==> src/rtl/shift_ctrl_pkg.sv <==
// Shared definitions for the shift_register command path.
//   - shift_op_e  : 3-bit opcode encodings understood by shift_register
//   - shift_cmd_t : {ctrl, data} command word at the default data width
//   - seq_mode_e  : sequencer issue mode (IDLE = step mode, RUN = free-run)
package shift_ctrl_pkg;

  localparam int unsigned SHIFT_N = 8;

  typedef enum logic [2:0] {
    CLR   = 3'd0,
    LOAD  = 3'd1,
    LSR   = 3'd2,
    LSL   = 3'd3,
    ASR   = 3'd4,
    SIN_L = 3'd5,
    ROR   = 3'd6,
    ROL   = 3'd7
  } shift_op_e;

  typedef struct packed {
    shift_op_e            ctrl;
    logic [SHIFT_N-1:0]   data;
  } shift_cmd_t;

  typedef enum logic {
    MODE_IDLE = 1'b0,
    MODE_RUN  = 1'b1
  } seq_mode_e;

endpackage

==> src/rtl/cmd_fifo.sv <==
// Synchronous FIFO with occupancy count.
//   clk, rst     : clock, synchronous active-high reset (clears pointers/count)
//   i_push       : write request, ignored when full
//   i_wdata      : write data
//   i_pop        : read request, ignored when empty
//   o_rdata      : current head entry (valid when !o_empty)
//   o_full/o_empty/o_count : status
module cmd_fifo #(
  parameter int unsigned W     = 11,
  parameter int unsigned DEPTH = 4
) (
  input  logic                         clk,
  input  logic                         rst,
  input  logic                         i_push,
  input  logic [W-1:0]                 i_wdata,
  input  logic                         i_pop,
  output logic [W-1:0]                 o_rdata,
  output logic                         o_full,
  output logic                         o_empty,
  output logic [$clog2(DEPTH+1)-1:0]   o_count
);

  localparam int unsigned AW = $clog2(DEPTH);
  localparam int unsigned CW = $clog2(DEPTH+1);

  logic [W-1:0]  r_mem [DEPTH];
  logic [AW-1:0] r_wr_ptr;
  logic [AW-1:0] r_rd_ptr;
  logic [CW-1:0] r_count;
  logic          w_push;
  logic          w_pop;

  assign o_full  = (r_count == CW'(DEPTH));
  assign o_empty = (r_count == '0);
  assign o_count = r_count;
  assign o_rdata = r_mem[r_rd_ptr];

  assign w_push = i_push & ~o_full;
  assign w_pop  = i_pop & ~o_empty;

  // DEPTH is a power of two, so pointers wrap by natural overflow.
  always_ff @(posedge clk) begin
    if (rst) begin
      r_wr_ptr <= '0;
      r_rd_ptr <= '0;
      r_count  <= '0;
    end else begin
      if (w_push) begin
        r_mem[r_wr_ptr] <= i_wdata;
        r_wr_ptr        <= r_wr_ptr + AW'(1);
      end
      if (w_pop) begin
        r_rd_ptr <= r_rd_ptr + AW'(1);
      end
      case ({w_push, w_pop})
        2'b10:   r_count <= r_count + CW'(1);
        2'b01:   r_count <= r_count - CW'(1);
        default: r_count <= r_count;
      endcase
    end
  end

endmodule

==> src/rtl/shift_cmd_sequencer.sv <==
// Command sequencer feeding the shift_register stage.
// Buffers {ctrl, data} commands and issues them one at a time as a
// single-cycle cmd_valid strobe, either at a prescaled rate (run=1) or one
// per rising edge of step (run=0).
//   clk, rst          : clock, synchronous active-high reset
//   wr_valid/wr_ready : push handshake (wr_ready = FIFO not full)
//   wr_ctrl, wr_data  : command to push
//   run, step, div    : issue mode, step input, prescaler terminal count
//   cmd_valid/ctrl/data : registered issue strobe and command
//   fifo_count, busy  : occupancy, run with work pending
module shift_cmd_sequencer
  import shift_ctrl_pkg::*;
#(
  parameter int unsigned N     = 8,
  parameter int unsigned DEPTH = 4,
  parameter int unsigned DIV_W = 24
) (
  input  logic                         clk,
  input  logic                         rst,
  input  logic                         wr_valid,
  output logic                         wr_ready,
  input  logic [2:0]                   wr_ctrl,
  input  logic [N-1:0]                 wr_data,
  input  logic                         run,
  input  logic                         step,
  input  logic [DIV_W-1:0]             div,
  output logic                         cmd_valid,
  output logic [2:0]                   cmd_ctrl,
  output logic [N-1:0]                 cmd_data,
  output logic [$clog2(DEPTH+1)-1:0]   fifo_count,
  output logic                         busy
);

  localparam int unsigned CMD_W = 3 + N;

  logic [DIV_W-1:0] r_cnt;
  logic             r_step_d;
  logic [CMD_W-1:0] w_head;
  logic             w_full;
  logic             w_empty;
  logic             w_push;
  logic             w_pop;
  logic             w_tick;
  logic             w_step_evt;
  seq_mode_e        w_mode;

  assign w_mode   = run ? MODE_RUN : MODE_IDLE;
  assign wr_ready = ~w_full;
  assign busy     = run & ~w_empty;
  assign w_push   = wr_valid & ~w_full;

  always_comb begin
    w_tick     = 1'b0;
    w_step_evt = 1'b0;
    unique case (w_mode)
      MODE_RUN:  w_tick     = (r_cnt == div);
      MODE_IDLE: w_step_evt = step & ~r_step_d;
    endcase
  end

  // Pop sees only entries present before this edge, so a push into an
  // empty FIFO is never issued in the same cycle.
  assign w_pop = (w_tick | w_step_evt) & ~w_empty;

  cmd_fifo #(
    .W     (CMD_W),
    .DEPTH (DEPTH)
  ) u_fifo (
    .clk     (clk),
    .rst     (rst),
    .i_push  (w_push),
    .i_wdata ({wr_ctrl, wr_data}),
    .i_pop   (w_pop),
    .o_rdata (w_head),
    .o_full  (w_full),
    .o_empty (w_empty),
    .o_count (fifo_count)
  );

  always_ff @(posedge clk) begin
    if (rst) begin
      r_cnt     <= '0;
      r_step_d  <= 1'b0;
      cmd_valid <= 1'b0;
      cmd_ctrl  <= '0;
      cmd_data  <= '0;
    end else begin
      r_step_d <= step;
      // Count is parked at 0 outside RUN so a new run always starts fresh.
      if (w_mode == MODE_RUN && !w_tick) begin
        r_cnt <= r_cnt + DIV_W'(1);
      end else begin
        r_cnt <= '0;
      end
      cmd_valid <= w_pop;
      if (w_pop) begin
        {cmd_ctrl, cmd_data} <= w_head;
      end
    end
  end

endmodule
==> config.mk <==
export PLATFORM = sky130hd
export DESIGN_NAME = shift_cmd_sequencer
export DESIGN_NICKNAME = d
export VERILOG_FILES = /design/src/rtl/shift_ctrl_pkg.sv /design/src/rtl/cmd_fifo.sv /design/src/rtl/shift_cmd_sequencer.sv
export SDC_FILE = /design/constraint.sdc
export NUM_CORES = 1
export LEC_CHECK = 0
export ABC_AREA = 1
export ABC_CLOCK_PERIOD_IN_PS = 2700
export CORE_MARGIN = 3
export CORE_UTILIZATION = 55
export CTS_CLUSTER_SIZE = 28
export DETAILED_ROUTE_END_ITERATION = 8
export PLACE_DENSITY = 0.8
export RECOVER_POWER = 25
export SYNTH_ARGS = -nofsm -noshare
export SYNTH_HDL_FRONTEND = slang
export SYNTH_SLANG_ARGS = --single-unit
==> constraint.sdc <==
create_clock -name clk -period 2.7 [get_ports clk]
set_input_delay 0.27 -clock clk [delete_from_list [all_inputs] [get_ports clk]]
set_output_delay 0.27 -clock clk [all_outputs]
set_load 0.005 [all_outputs]
==> flow_summary.ini, run 1 <==
[routing]
vias = 3454
vias_per_cell = 5.12
drt_pass1_iterations = 5
ant_nets = 0
drt-total-wl_microns = 8580
drc_errors = 0
initialDrtViolationCount = 162
wl_per_cell_microns = 12.7

[timing]
fin_crit_ns = 2.37
slew_violations = 0
fmax_ghz = 0.421
setup-violations-final = 0
tightest_slew_ns = 1.07
finalHoldViolations = 0
worst_hold_slack_ns = 0.462
slew_headroom = 0.283
finalCritPeriodShare = 0.879
skew_ns = 0.0109
rsz0062_at_grt = no

[floorplan]
dieWidth_microns = 93.0
core_area_sq_um = 7290
die_h_microns = 93.0
die-area_sq_um = 8650
initial_core_util = 0.571
io_pins = 57
num_rows = 31

[worst_setup_path]
critPathRequiredTime_ns = 2.94
cp_slowest_stage_delay_ns = 0.43
cp_slowest_cell = dfxtp_1
crit_path_start = r_cnt[15]
crit-reg2reg-launch = r_cnt[15]
cp_top_family = simple AND/OR/NAND/NOR gates
crit_chain = inv_1 -> nand2_1 -> nand2_1 -> nor2_1 -> nand2_1 -> nor2_1 -> nand3_1 -> nand2_2 -> nand2_2 -> inv_1 -> ha_1 -> inv_1 -> fa_1 -> a21oi_1 -> o21ai_0 -> o21ai_1 -> a21oi_1
worstPathArrival_ns = 2.61
cp_max_fo = 5
worst_setup_path_start_kind = flop
path_class = flop to flop
setup.worst_path.end_class = flop
path_buf_inv = 3

[global_route]
gr-total-overflow = 0
grt_max_degree = 25
grt_pass1_wl_microns = 14000
grt.total_usage = 0.205
grt_pass1_vias = 3106
antenna_found_initial = 0

[cells_and_area]
fillers = 607
insertedDiodeCount = 0
multi_input_comb_area_sq_um = 1620
drive_gt1_frac = 0.0764
regArea_sq_um = 2210
nets = 618
syn_to_final_growth_pct = 21.5

[yosys]
synthArstFlopShare = 0
synth_flop_cell = edfxtp_1
synth_top_area_share = 0.317
yosysMostFrequentCell = nand2_1
yosys-top-cells-area = edfxtp_1, dfxtp_1, nand2_1
yosys_warnings = 0
synth_cell_type_count = 29
syn_area_per_cell_sq_um = 8.14
synth_largest_area_cell = edfxtp_1
synth-edff-count = 44
synth-seq-cells = 88
ys_seq_area_frac = 0.529
synth_area_sq_um = 4160
synth_common_cells = nand2_1, nor2_1, inv_1
synth_cells = 511
syn_nets = 558

[pwr]
power.leakage_nw = 2.01
total_power_mw = 3.01
powerDensity_nw_per_um2 = 595
max-vdd-ir-drop_uv = 301

[placement]
place.gp.congestion = 0.832
dpl.hpwl_microns = 6030
numPortBuffers = 56

[clock_tree]
path_clk_slew_ns = 0.09
clock_sinks = 88
clkLatencyLatePin_ns = 0.36
h-tree-depth = 3
holdBufCountCts = 0
cts_root_buf = clkbuf_8
cts_tree = built
clockBufferDepth = 2
cts_buffers = 9

[run_status]
status = finished clean

[hold_path]
hp-class = flop to flop
hp-start = r_cnt[0]

[run]
drv_cap = 0
[kinds of logic (layout without fill, tap and decap cells)]
family	Yosys count	in the layout	share of synthesized area
compound gates	68	68	0.0854
xor+xnor	12	12	0.0253
fa+ha+maj	7	7	0.0228
buf+inv	87	152	0.0809
flops	88	88	0.529
simple gates	249	249	0.256
[worst paths after layout]
kind                                     endpoint  slack, ns  depth (start not counted)
worst min-delay path                     r_cnt[0]       0.46                          1
worst max-delay path            u_fifo.o_count[2]       0.33                         17
worst min register to register           r_cnt[0]       0.46                          1
worst max register to register  u_fifo.o_count[2]       0.33                         17
[metrics by stage]
| step | area (sq um) | utilization | instances | setup TNS (ns) | setup slack, ns |
|---|---|---|---|---|---|
| after detailed placement | 4830 | 0.663 | 659 | -0.0729 | -0.0729 |
| final | 5050 | 0.693 | 675 | 0 | 0.326 |
| after global placement | 4830 | 0.663 | 659 | 0 | 0.0377 |
| after CTS | 5040 | 0.692 | 675 | 0 | 0.269 |
| after global routing | 5050 | 0.693 | 675 | 0 | 0.00582 |
| after floorplan | 4160 | - | 511 | 0 | 0.418 |
[what timing repair did]
action | 4_1_cts | 5_1_grt
buffers inserted | 0 | 0
endpoints found under the setup margin | 0 | 1
gates resized for setup | 0 | 10
endpoints found under the hold margin | 0 | 0
[where the power goes]
part           internal (mW)  switching [mW]  total, mW
Combinational          0.251           0.275      0.526
Clock                  0.467           0.505      0.971
Sequential              1.47          0.0369       1.51
Total                   2.19           0.817       3.01
[area by class of cell]
cell class | count | share of cell area
Sequential cell | 88 | 0.438
Clock buffer | 10 | 0.0272
Multi-Input combinational cell | 336 | 0.321
Clock inverter | 6 | 0.0146
Inverter | 74 | 0.0550
Tap cell | 99 | 0.0245
Timing Repair Buffer | 62 | 0.120
[cell usage in the layout, fill, tap and decap left out, types with 2 or more instances in the layout]
cell	n
nand3_1	8
clkbuf_8	10
inv_6	3
edfxtp_1	44
or2_2	2
dlygate4sd3_1	10
o21ai_0	27
nand4_1	6
xor2_1	12
clkdlybuf4s50_1	46
dfxtp_2	9
nand3b_1	13
nor2_2	3
nand2_1	109
nor3_1	10
clkinv_4	2
ha_1	6
inv_1	71
nand2_2	3
nor2_1	90
a21oi_1	28
o22ai_1	11
dfxtp_1	35
buf_4	6
inv_2	2
[state kept, by name (all words and copies together) (netlist names)]
name and flops:
r_step_d 1, u_fifo.o_count 3, cmd_data 8, u_fifo.r_rd_ptr 2, cmd_valid 1, u_fifo.r_wr_ptr 2
r_cnt 24, u_fifo.r_mem 44, cmd_ctrl 3
[per-layer routing]
layer | GRT usage | up-vias | routed length [microns]
met5 | 0 | - | 0
met4 | 0.0940 | 0 | 177
met3 | 0.0402 | 16 | 465
met2 | 0.320 | 97 | 4090
met1 | 0.276 | 1584 | 3840
li1 | - | 1757 | -
Power figures use the tool's default switching activity.
==> run 2: changes to the inputs <==
--- a/config.mk
+++ b/config.mk
@@ -7,11 +7,11 @@
 export LEC_CHECK = 0
 export ABC_AREA = 1
 export ABC_CLOCK_PERIOD_IN_PS = 2700
+export CAP_MARGIN = 10
 export CORE_MARGIN = 3
-export CORE_UTILIZATION = 55
+export CORE_UTILIZATION = 40
 export CTS_CLUSTER_SIZE = 28
 export DETAILED_ROUTE_END_ITERATION = 8
-export PLACE_DENSITY = 0.8
 export RECOVER_POWER = 25
 export SYNTH_ARGS = -nofsm -noshare
 export SYNTH_HDL_FRONTEND = slang
==> flow_summary.ini, run 2 (synthesis results as in run 1) <==
[cells_and_area]
final_common_cell = nand2_1
fillers = 973
fin_area_sq_um = 5110
largest_reg_flops = 44
syn_to_final_growth_pct = 22.7
finalNonFillerCells = 711
nets = 620
insertedDiodeCount = 0
finish.utilization = 0.513
top_register = u_fifo.r_mem
final_cell_mix = nand2_1, nor2_1, inv_1
reg_top3 = u_fifo.r_mem (44), r_cnt (24), cmd_data (8)
drive_gt1_frac = 0.0657

[timing]
slew_violations = 0
skew_ns = 0.0165
finalHoldViolations = 0
setup-violations-final = 0
finalCritPeriodShare = 0.878
tightest_slew_ns = 1.07
rsz0062_at_grt = no
slew_headroom = 0.285
worst_hold_slack_ns = 0.478
fmax_ghz = 0.422
fin_crit_ns = 2.37

[clock_tree]
clkLatencyLatePin_ns = 0.35
cts_tree = built
path_clk_slew_ns = 0.08
holdBufCountCts = 0
h-tree-depth = 3
cts_setup_buffers = 0
clock_sinks = 88
cts_buffers = 9
clockBufferDepth = 2
cts_root_buf = clkbuf_8

[worst_setup_path]
path_class = flop to flop
critPathRequiredTime_ns = 2.94
r2r_cells = 17
setup.worst_path.end_class = flop
worstPathArrival_ns = 2.61
worst_setup_path_start_kind = flop
cp_max_fo = 5

[floorplan]
num_rows = 36
core_area_sq_um = 9950
io_pins = 57
die-area_sq_um = 11700
die_h_microns = 108
initial_core_util = 0.418
dieWidth_microns = 108

[hold_path]
hp-class = input pin to flop
hold_depth = 3

[routing]
drt-total-wl_microns = 8510
drt_pass1_iterations = 4
highest_layer = met4
vias_per_cell = 4.66
wl_per_cell_microns = 12.0
drc_errors = 0
ant_nets = 0
wl_met3_microns = 365
met1_length_microns = 4190
wl_met2_microns = 3810
initialDrtViolationCount = 143
vias = 3310

[global_route]
antenna_found_initial = 0
grt_max_degree = 25
grt_pass1_wl_microns = 14200
grt.total_usage = 0.156
gr-total-overflow = 0
grt_pass1_vias = 3033

[pwr]
power.leakage_nw = 2.02
total_power_mw = 3.00
max-vdd-ir-drop_uv = 267
p_int_mw = 2.22
seqPwrFrac = 0.503
comb_power_share = 0.174
powerDensity_nw_per_um2 = 586
p_sw_frac = 0.260
switchingPower_mw = 0.778
pwr-share-clk = 0.323

[placement]
dpl.hpwl_microns = 6080
dpl_cell_area_sq_um = 4890
dp.cells = 695
place.gp.congestion = 0.834
numPortBuffers = 56

[run_status]
status = finished clean

[run]
drv_cap = 0
## run 2: cell types whose count changed in the layout (fill, tap and decap cells not counted)
cell,delta
dfxtp_1,+7
dfxtp_2,-7
inv_6,-3
buf_4,+2
clkbuf_1,+1
clkbuf_16,+1
clkbuf_8,-1
clkinv_2,+1
clkinv_4,-1
clkinvlp_4,+1
inv_8,+1
o21ai_0,+1
o21ai_1,-1
## run 2: critical path, stage by stage, from the launching register on
cell and delay, ns:
dfxtp_1 0.40, inv_2 0.09, nand2_1 0.06, nand2_1 0.05
nor2_1 0.09, nand2_1 0.05, nor2_1 0.14, nand3_1 0.16
nand2_2 0.11, nand2_2 0.05, inv_1 0.05, ha_1 0.12
inv_1 0.06, fa_1 0.37, a21oi_1 0.14, o21ai_0 0.10
o21ai_0 0.16, a21oi_1 0.05
## run 2: path summary, 6_finish.rpt
kind | start | endpoint | slack [ns]
max | r_cnt[5] | u_fifo.o_count[2] | 0.33
min reg2reg | cmd_ctrl[0] | cmd_ctrl[0] | 0.49
min | step | r_step_d | 0.48
max reg2reg | r_cnt[5] | u_fifo.o_count[2] | 0.33
## run 2: repair_timing
action | CTS | global route
endpoints found under the hold margin | 0 | 0
setup endpoints to repair | 0 | 1
resized for setup | 0 | 2
## run 2: final cells by class
| type | instances | area (sq um) | share of cell area |
|---|---|---|---|
| Multi-Input combinational cell | 336 | 1620 | 0.318 |
| Sequential cell | 88 | 2200 | 0.432 |
| Clock inverter | 5 | 62.6 | 0.0122 |
| Inverter | 74 | 278 | 0.0544 |
| Tap cell | 133 | 166 | 0.0326 |
| Timing Repair Buffer | 64 | 621 | 0.122 |
| Clock buffer | 11 | 153 | 0.0299 |
## run 2: metal layers
layer	vias to the layer above	track usage
li1	1756	-
met1	1482	0.221
met2	62	0.240
met3	10	0.0257
met4	0	0.0595
met5	-	0
## run 2: through the flow
step	setup WS (ns)	setup TNS, ns
3_5_place_dp	-0.0222	-0.0222
3_3_place_gp	0.0248	0
5_1_grt	0.0134	0
6_report	0.329	0
4_1_cts	0.315	0
2_1_floorplan	0.418	0
## run 2: power by group through the flow
stage / sequential, mW / combinational [mW] / clock, mW
6_report: 1.51 / 0.521 / 0.966
3_5_place_dp: 1.54 / 0.530 / 0
5_1_grt: 1.52 / 0.588 / 1.04
3_3_place_gp: 1.54 / 0.521 / 0
4_1_cts: 1.51 / 0.531 / 0.985
2_1_floorplan: 1.54 / 0.283 / 0
